$ cat src/rtl/controller_sequencer.sv
// SAP-1 controller-sequencer: a six-state one-hot ring (T1..T6) stepped on the
// falling clock edge, with the control word decoded from the ring state and
// the instruction opcode. Executing HLT latches a halt that only CLR_n clears.
module controller_sequencer #(
  parameter int                  OP_WIDTH = 4,
  parameter logic [OP_WIDTH-1:0] OP_LDA   = 4'b0000,
  parameter logic [OP_WIDTH-1:0] OP_ADD   = 4'b0001,
  parameter logic [OP_WIDTH-1:0] OP_SUB   = 4'b0010,
  parameter logic [OP_WIDTH-1:0] OP_OUT   = 4'b1110,
  parameter logic [OP_WIDTH-1:0] OP_HLT   = 4'b1111
) (
  input  logic                CLK,
  input  logic                CLR_n,
  input  logic [OP_WIDTH-1:0] opcode,
  output logic                Cp,
  output logic                Ep,
  output logic                Lm_n,
  output logic                CE_n,
  output logic                Li_n,
  output logic                Ei_n,
  output logic                La_n,
  output logic                Ea,
  output logic                Su,
  output logic                Eu,
  output logic                Lb_n,
  output logic                Lo_n,
  output logic                HLT_n,
  output logic [5:0]          t_state
);

  typedef enum logic [5:0] {
    T1 = 6'b000001,
    T2 = 6'b000010,
    T3 = 6'b000100,
    T4 = 6'b001000,
    T5 = 6'b010000,
    T6 = 6'b100000
  } tState_e;

  tState_e state_q, state_d;
  logic    halted_q, halted_d;

  // Ring and halt flag advance on the falling edge so the datapath sees a
  // stable control word at its rising edge; CLR_n restarts at T1 at once.
  always_ff @(negedge CLK or negedge CLR_n) begin
    if (!CLR_n) begin
      state_q  <= T1;
      halted_q <= 1'b0;
    end else begin
      state_q  <= state_d;
      halted_q <= halted_d;
    end
  end

  // Rotate the ring; leaving T4 with HLT parks it at T4 and sets the halt flag.
  always_comb begin
    state_d  = state_q;
    halted_d = halted_q;
    if (!halted_q) begin
      case (state_q)
        T1: state_d = T2;
        T2: state_d = T3;
        T3: state_d = T4;
        T4: begin
          if (opcode == OP_HLT) halted_d = 1'b1;
          else                  state_d  = T5;
        end
        T5: state_d = T6;
        T6: state_d = T1;
        default: state_d = T1;
      endcase
    end
  end

  // Decode the control word; reset and halt override the ring decode.
  always_comb begin
    Cp    = 1'b0;
    Ep    = 1'b0;
    Lm_n  = 1'b1;
    CE_n  = 1'b1;
    Li_n  = 1'b1;
    Ei_n  = 1'b1;
    La_n  = 1'b1;
    Ea    = 1'b0;
    Su    = 1'b0;
    Eu    = 1'b0;
    Lb_n  = 1'b1;
    Lo_n  = 1'b1;
    HLT_n = 1'b1;
    if (!CLR_n) begin
      HLT_n = 1'b1;
    end else if (halted_q) begin
      HLT_n = 1'b0;
    end else begin
      case (state_q)
        T1: begin
          Ep   = 1'b1;
          Lm_n = 1'b0;
        end
        T2: Cp = 1'b1;
        T3: begin
          CE_n = 1'b0;
          Li_n = 1'b0;
        end
        T4: begin
          if (opcode == OP_LDA || opcode == OP_ADD || opcode == OP_SUB) begin
            Ei_n = 1'b0;
            Lm_n = 1'b0;
          end else if (opcode == OP_OUT) begin
            Ea   = 1'b1;
            Lo_n = 1'b0;
          end else if (opcode == OP_HLT) begin
            HLT_n = 1'b0;
          end
        end
        T5: begin
          if (opcode == OP_LDA) begin
            CE_n = 1'b0;
            La_n = 1'b0;
          end else if (opcode == OP_ADD || opcode == OP_SUB) begin
            CE_n = 1'b0;
            Lb_n = 1'b0;
            Su   = (opcode == OP_SUB);
          end
        end
        T6: begin
          if (opcode == OP_ADD || opcode == OP_SUB) begin
            La_n = 1'b0;
            Eu   = 1'b1;
            Su   = (opcode == OP_SUB);
          end
        end
        default: HLT_n = 1'b1;
      endcase
    end
  end

  assign t_state = state_q;

endmodule

$ cat config.mk
export PLATFORM = sky130hd
export DESIGN_NAME = controller_sequencer
export DESIGN_NICKNAME = d
export VERILOG_FILES = /design/src/rtl/controller_sequencer.sv
export SDC_FILE = /design/constraint.sdc
export NUM_CORES = 1
export LEC_CHECK = 0
export CORE_UTILIZATION = 42
export CTS_BUF_LIST = sky130_fd_sc_hd__clkbuf_2
export DETAILED_ROUTE_END_ITERATION = 7
export GPL_TIMING_DRIVEN = 0
export HOLD_SLACK_MARGIN = 0.02
export MAX_ROUTING_LAYER = met4
export PLACE_DENSITY = 0.89
export SKIP_LAST_GASP = 1
export SYNTH_ARGS = -nofsm -noshare
export SYNTH_HDL_FRONTEND = slang
export SYNTH_SLANG_ARGS = --single-unit
$ cat constraint.sdc
create_clock -name CLK -period 2.7 [get_ports CLK]
set_input_delay 0.54 -clock CLK [delete_from_list [all_inputs] [get_ports CLK]]
set_output_delay 0.54 -clock CLK [all_outputs]
set_load 0.005 [all_outputs]
==> results of run 1 <==
-- area by class of cell --
cell class,instances,share of cell area [%]
multi-input combinational,54,41.3
timing repair buffer,44,32.6
sequential,7,17.1
buffer,5,4.01
tap,14,1.70
clock buffer,3,1.46
inverter,3,1.09
clock inverter,2,0.729
-- cells by family after synthesis --
group,Yosys count,share of synthesized area [%]
buf+inv,9,7.46
simple gates,38,40.0
xor+xnor,3,4.75
compound gates,13,15.8
flops,7,31.9
-- worst min path at each step --
stage / from / end / slack (ns)
6_report: halted_q / t_state[4] / 0.53
5_1_grt: halted_q / t_state[4] / 0.58
4_1_cts: halted_q / t_state[4] / 0.53
3_5_place_dp: halted_q / halted_q / 0.51
3_3_place_gp: halted_q / halted_q / 0.50
2_1_floorplan: halted_q / halted_q / 0.48
-- synthesized netlist by cell type (all sizes together) --
library cell	number
clkbuf	4
nand3	4
nand4b	1
nor3	2
and3	1
or3b	1
nand2	9
o21ai	5
o2bb2ai	1
or4	1
a21o	1
nor4	3
buf	1
xor2	2
or3	1
nand2b	2
xnor2	1
o211ai	1
nand3b	2
inv	4
dfrtn	6
dfstp	1
o22a	1
and3b	1
nor2	5
nor4b	2
o21bai	1
nor2b	2
o31ai	2
nand4	1
a211oi	1
-- metal layers --
layer | GRT usage, % | vias up | part of all wire (%)
li1 | - | 350 | -
met1 | 43.4 | 383 | 38
met2 | 58.1 | 60 | 49
met3 | 8.14 | 14 | 8.4
met4 | 17.9 | 0 | 4.4
met5 | - | - | 0
-- stage by stage --
stage               util [%]  area, sq um  TNS [ns]  hold slack (ns)
floorplan                  -          563     -5.53            0.480
global placement        70.1          821    -14.20            0.505
detailed placement      70.1          821    -14.31            0.511
CTS                     85.9         1010    -12.61            0.533
global route            87.9         1030    -14.32            0.582
finish                  87.9         1030    -13.50            0.534
-- critical path: cells and delay by family, from the launching register on --
kind / cells / cell delay (ns)
buf+inv: 1 / 0.18
simple gates: 3 / 1.17
flops: 1 / 0.37
-- registers in the layout, summed over array words and instances, names as in the netlist --
name and cells:
halted_q 1, t_state 6
-- timing repair --
| item | 4_1_cts | 5_1_grt |
|---|---|---|
| hold buffers | 0 | 0 |
| endpoints found under the setup margin | 22 | 16 |
| endpoints found under the hold margin | 0 | 0 |
| buffers inserted | 20 | 2 |
| pin swaps | 17 | 6 |
| resized for setup | 107 | 6 |
-- where the power goes --
group | total (mW) | internal, mW | switching (mW)
Sequential | 0.166 | 0.144 | 0.0226
Clock | 0.0740 | 0.0340 | 0.0400
Combinational | 0.620 | 0.310 | 0.310
-- placed cells by master, fill, tap and decap left out, types with 3 or more instances in the layout --
cell      synthesis  layout
nand3_2           0       3
nor4_4            0       3
nor2_1            5       4
buf_6             1      11
dfrtn_1           6       6
inv_1             3       4
clkbuf_2          0       5
buf_4             0      11
nand2_1           9       9
buf_2             0      17
==> metrics.md, run 1 <==
| Metric | Value |
|---|---|
| PD cells | `about 840 mW/mm^2` |
| CP cell instances | `or4_4, or3b_4, nand4b_1, buf_2` |
| H-tree depth | `1` |
| Wirelength, routed | `2500 microns` |
| Placed insts | `108` |
| Syn Area/Cell | `7.90 sq um` |
| Slew HR | `67.4%` |
| Filler Cells Inserted | `61` |
| Skew final | `0.0506 ns` |
| Cell area after synthesis | `553 sq um` |
| Initial Util | `47.2%` |
| Cell leakage power | `0.490 nW` |
| Total power | `0.861 mW` |
| Critical-path top delay cell | `or4_4` |
| Largest net degree at the start of global routing | `11` |
| Critical R2R Capture | `t_state[3]` |
| Clock latency on the worst-skew pair | `about 0.27 ns` |
| Reg2Reg Setup Slack | `1.03 ns` |
| Critical path origin | `t_state[0]` |
| Fraction of layout cells with a size suffix above 1 | `54.2%` |
| Worst R2R Start | `t_state[0]` |
| Layout Nets | `125` |
| CP Capture Point | `Lb_n` |
| N_diodes | `0` |
| Post-synth top area cell | `dfrtn_1` |
| Max Cap Viol | `0` |
| Clock Sinks | `7` |
| Failing checks | `setup timing` |
| Arr. time, crit path | `3.35 ns` |
| HPWL Detailed | `1040 microns` |
| Routability congestion estimate | `0.886` |
| CORE AREA | `0.00117 sq mm` |
| Yosys reg bits | `7` |
| DR pass1 iterations | `4` |
| Crit-path max cell delay | `0.54 ns` |
| Total track usage | `36.5%` |
| Outcome | `complete, but fails checks` |
| Sequential area share after synthesis | `31.9%` |
| Register area | `~180 sq um` |
| Synthesis-to-layout area growth | `86.2%` |
| Worst-Margin Slew | `approximately 0.49 ns` |
| Synth Warn # | `0` |
| Max VDD drop | `approximately 0.61 mV` |
| Row cnt | `12` |
| Initial DRC count | `27` |
| DRT antenna net count | `0` |
| Num CTS Buffers | `3` |
| Cells on worst reg2reg path | `7` |
| Slew Viols, Final | `0` |
| Post-Layout Cell Count | `132` |
| Hold Crit Class | `reg -> reg` |
| Top cells by area, synth | `dfrtn_1, nand2_1, dfstp_2` |
| CTS tree | `yes` |
| WL/cell | `between 15 and 20 microns` |
| DRC viols | `0` |
| PortBufs | `24` |
| Yosys top cell area share | `27.1%` |
| Crit path max fanout | `3` |
| DIE HEIGHT | `38.3 microns` |
| Critical Path RT | `around 2.2 ns` |
| Startpoint Class | `register` |
| Reg clk slew, reported paths | `0.05 ns` |
| Initial antenna violation count | `0` |
| RSZ-0062 raised after global routing | `true` |
| Gr ovfl total | `0` |
| Vias | `807` |
| IO Pins | `25` |
| Area of the multi-input gates | `roughly 430 sq um` |
| Mapped Cells | `70` |
| Die width | `38.3 microns` |
| Final hold vios | `0` |
| Worst Hold Depth | `2` |
| Max Root-Sink Buffers | `2` |
| Clk root buf | `clkbuf_2` |
| Distinct cells, synth | `34` |
| Syn_nets | `76` |
| Setup ws final | `-1.19 ns` |
| Vias/cell | `around 6.1` |
| CP Capture Type | `output port` |
| First-pass GRT wire length | `3460 microns` |
| Crit Path Class | `reg -> out` |
| Final setup vio count | `15` |
| Worst slack, placed | `-1.23 ns` |
| Vias in the first global route | `730` |
| Total Die Area | `0.00147 sq mm` |
No activity file was read; power rests on OpenSTA's default activity.
==> run 2: changes to the inputs <==
--- a/config.mk
+++ b/config.mk
@@ -8,11 +8,11 @@
 export CORE_UTILIZATION = 42
 export CTS_BUF_LIST = sky130_fd_sc_hd__clkbuf_2
 export DETAILED_ROUTE_END_ITERATION = 7
-export GPL_TIMING_DRIVEN = 0
 export HOLD_SLACK_MARGIN = 0.02
 export MAX_ROUTING_LAYER = met4
 export PLACE_DENSITY = 0.89
 export SKIP_LAST_GASP = 1
+export SLEW_MARGIN = 5
 export SYNTH_ARGS = -nofsm -noshare
 export SYNTH_HDL_FRONTEND = slang
 export SYNTH_SLANG_ARGS = --single-unit
==> run 2 against run 1 <==
The run now fails in clock tree synthesis (4_1_cts). Area after synthesis unchanged. Synthesized cell count unchanged.
==> metrics.md, run 2 <==
| Metric | Value |
|---|---|
| Distinct cells, synth | `34 (unchanged)` |
| Outcome | `aborted with a tool error (was complete, but fails checks)` |
| HPWL Detailed | `1540 microns (was 1040 microns)` |
| Count leader, synth | `nand2_1 (unchanged)` |
| Sequential area share after synthesis | `31.9% (unchanged)` |
| Die width | `38.3 microns (unchanged)` |
| Cell area after synthesis | `553 sq um (unchanged)` |
| Async SR Flop Fraction | `100% (unchanged)` |
| Syn_nets | `76 (unchanged)` |
| Mapped Cells | `70 (unchanged)` |
| Clock Sinks | `7 (unchanged)` |
| Row cnt | `12 (unchanged)` |
| Post-cts resize count | `98 (was 107)` |
| Clk root buf | `clkbuf_2 (unchanged)` |
| Hold_buf cts | `0 (unchanged)` |
| Yosys top cell area share | `27.1% (unchanged)` |
| Halt Stage | `clock tree synthesis (4_1_cts)` |
| Max Root-Sink Buffers | `2 (unchanged)` |
| Placed inst area | `971 sq um (was 821 sq um)` |
| Num CTS Buffers | `3 (unchanged)` |
| Syn Area/Cell | `7.90 sq um (unchanged)` |
| DIE HEIGHT | `38.3 microns (unchanged)` |
| Post-CTS Setup Bufs | `19 (was 20)` |
| EDFF count, synth | `0 (unchanged)` |
| Post-synth top area cell | `dfrtn_1 (unchanged)` |
| Yosys reg bits | `7 (unchanged)` |
| Initial Util | `47.2% (unchanged)` |
| Routability congestion estimate | `0.940 (was 0.886)` |
| Top cells by area, synth | `dfrtn_1, nand2_1, dfstp_2 (unchanged)` |
| Synth top cells by count | `nand2_1, dfrtn_1, nor2_1 (unchanged)` |
| PortBufs | `24 (unchanged)` |
| Synth Warn # | `0 (unchanged)` |
| H-tree depth | `1 (unchanged)` |
| Tool error | `[ERROR DPL-0038] Utilization greater than 100%, impossible to legalize` |
| Ys flop type | `dfrtn_1 (unchanged)` |
| IO Pins | `25 (unchanged)` |
run 2: cell families after synthesis:
kind of cell / after synthesis / synth area share [%]
buffers and inverters: 9 / 7.46
DFF: 7 / 31.9
and+or+nand+nor: 38 / 40.0
xor gates and xnor gates: 3 / 4.75
AOI/OAI and AO/OA: 13 / 15.8
run 2: stage by stage:
stage	cells	setup TNS [ns]	util, %	setup WS (ns)
after floorplan	70	-5.53	-	-0.732
after global placement	127	-13.79	82.9	-1.08
after detailed placement	127	-14.50	82.9	-1.15
==> run 3: changes to the inputs <==
==> config.mk (replaced) <==
export PLATFORM = sky130hd
export DESIGN_NAME = controller_sequencer
export DESIGN_NICKNAME = d
export VERILOG_FILES = /design/src/rtl/controller_sequencer.sv
export SDC_FILE = /design/constraint.sdc
export NUM_CORES = 1
export LEC_CHECK = 0
export CORE_AREA = 2 2 63 65
export DETAILED_ROUTE_END_ITERATION = 7
export DIE_AREA = 0 0 65 67
export PLACE_DENSITY_LB_ADDON = 0.15
export SKIP_LAST_GASP = 1
export SLEW_MARGIN = 5
export SYNTH_ARGS = -nofsm -noshare
export SYNTH_HDL_FRONTEND = slang
export SYNTH_SLANG_ARGS = --single-unit
==> run 3 against run 2 <==
The flow now finishes, with violations (setup timing).
==> metrics.md, run 3 (synthesis results as in run 1) <==
| Metric | Value |
|---|---|
| Filler Cells Inserted | `between 300 and 400` |
| Vias | `923` |
| Max reg flops | `6` |
| Hold Crit Class | `reg -> reg` |
| NetSw | `just over 0.5 mW` |
| Max Root-Sink Buffers | `2 (unchanged)` |
| Post-Layout Inst Area | `between 0.0015 and 0.002 sq mm` |
| Reg2Reg Setup Slack | `-1.02 ns` |
| IO Pins | `25 (unchanged)` |
| Final hold vios | `0` |
| Worst slack, placed | `-1.10 ns (was -1.15 ns)` |
| Combinational share of power | `78.0%` |
| First-pass GRT wire length | `4510 microns` |
| Initial antenna violation count | `0` |
| Initial DRC count | `22` |
| Row cnt | `22 (was 12)` |
| Cells on worst reg2reg path | `27` |
| Largest net degree at the start of global routing | `13` |
| Critical R2R Capture | `t_state[1]` |
| Crit Path Class | `reg -> out` |
| Slew HR | `78.7%` |
| Max VDD drop | `0.280 mV` |
| H-tree depth | `1 (unchanged)` |
| Skew final | `0.0409 ns` |
| Worst-Margin Slew | `between 0.3 and 0.4 ns` |
| CTS tree | `yes` |
| Commonest non-fill, non-tap cell in the layout | `buf_4` |
| Die width | `65 microns (was 38.3 microns)` |
| WL/cell | `13.5 microns` |
| Vias/cell | `approximately 4.3` |
| Total track usage | `14.0%` |
| Failing checks | `setup timing` |
| HPWL Detailed | `1680 microns (was 1540 microns)` |
| Synthesis-to-layout area growth | `176%` |
| Wirelength, routed | `a little under 3000 microns` |
| Setup ws final | `-1.13 ns` |
| Clock latency on the worst-skew pair | `between 0.2 and 0.3 ns` |
| Fin util | `42.3%` |
| Hold Crit Start | `t_state[0]` |
| DR pass1 iterations | `4` |
| DRT antenna net count | `0` |
| Reg clk slew, reported paths | `approximately 0.030 ns` |
| Clock Sinks | `7 (unchanged)` |
| PD cells | `just under 1000 mW/mm^2` |
| Critical Path RT | `2.16 ns` |
| Hold endpoint | `t_state[0]` |
| Startpoint Class | `register` |
| CP Capture Type | `output port` |
| DRC viols | `0` |
| Clk pwr share | `10.3%` |
| Outcome | `complete, but fails checks (was aborted with a tool error)` |
| Cell Int Power | `0.990 mW` |
| Total Die Area | `0.00436 sq mm` |
| Commonest cells after routing, fill and taps aside | `buf_4, buf_6, buf_2, nand2_1, dfrtn_1` |
| Fraction of layout cells with a size suffix above 1 | `about 70%` |
| Vias in the first global route | `954` |
| Initial Util | `15.3% (was 47.2%)` |
| Max Cap Viol | `0` |
| Cell leakage power | `about 0.74 nW` |
| Worst Hold Depth | `3` |
| CORE AREA | `0.00361 sq mm` |
| Sw frac | `34.2%` |
| PortBufs | `24 (unchanged)` |
| RSZ-0062 raised after global routing | `true` |
| Arr. time, crit path | `3.29 ns` |
| Final setup vio count | `20` |
| Placed inst area | `0.00106 sq mm (was 971 sq um)` |
| Hold_buf cts | `0 (unchanged)` |
| Routability congestion estimate | `0.736 (was 0.940)` |
| Worst R2R Start | `t_state[2]` |
| Gr ovfl total | `0` |
| Layout Nets | `175` |
| Slew Viols, Final | `0` |
| Crit path max fanout | `3` |
| Num CTS Buffers | `3 (unchanged)` |
| Share of power burned in registers | `11.6%` |
| DIE HEIGHT | `67 microns (was 38.3 microns)` |
| N_diodes | `0` |
| Clk root buf | `clkbuf_8 (was clkbuf_2)` |
## run 3: metrics by stage
stage,cells,total power [mW],TNS (ns),hold slack [ns]
floorplan,70,0.397,-5.53,0.480
global placement,167,0.716,-15.53,0.625
detailed placement,167,0.714,-15.28,0.639
CTS,202,1.29,-14.36,0.661
global route,216,1.60,-16.82,0.658
finish,216,1.50,-15.20,0.633
## run 3: timing repair
item | 4_1_cts | 5_1_grt
setup buffers | 32 | 17
hold endpoints to repair | 0 | 0
pin swaps | 13 | 6
setup endpoints to repair | 22 | 21
resized for setup | 98 | 27
## run 3: worst max path at each step
stage          startpoint   end  slack, ns  depth (start not counted)
2_1_floorplan  t_state[2]  CE_n      -0.73                          5
3_3_place_gp   t_state[0]  CE_n      -1.11                          5
3_5_place_dp   t_state[0]  CE_n      -1.10                          5
4_1_cts        t_state[0]  Lb_n      -1.09                          4
5_1_grt        t_state[2]  Lb_n      -1.19                          5
6_report       t_state[2]  Lb_n      -1.13                          5
## run 3: metal layers
metal	global-route usage [%]	wire, microns	vias to the layer above
li1	-	-	448
met1	14.4	1090	430
met2	26.4	1600	33
met3	2.53	118	12
met4	7.71	99	0
met5	0	0	-
## run 3: critical path: stages (launching register included)
cell and delay (ns):
dfrtn_1 0.36, buf_4 0.14, or4_4 0.48, or3b_4 0.40, nand4b_1 0.17, buf_2 0.13
## run 3: power by group through the flow
stage                     Combinational [mW]  Sequential, mW  Clock (mW)
after global routing                    1.25           0.178       0.169
after CTS                              0.966           0.168       0.157
final                                   1.17           0.175       0.155
after global placement                 0.548           0.164     0.00463
after detailed placement               0.545           0.164     0.00463
after floorplan                        0.216           0.176     0.00463
## run 3: final cells by class
cell class | count | area, sq um | area share [%]
multi-input combinational | 54 | 443 | 29.0
inverter | 3 | 11.3 | 0.738
clock buffer | 4 | 45.0 | 2.95
timing repair buffer | 99 | 787 | 51.6
sequential | 7 | 176 | 11.6
clock inverter | 1 | 3.75 | 0.246
tap | 48 | 60.1 | 3.93
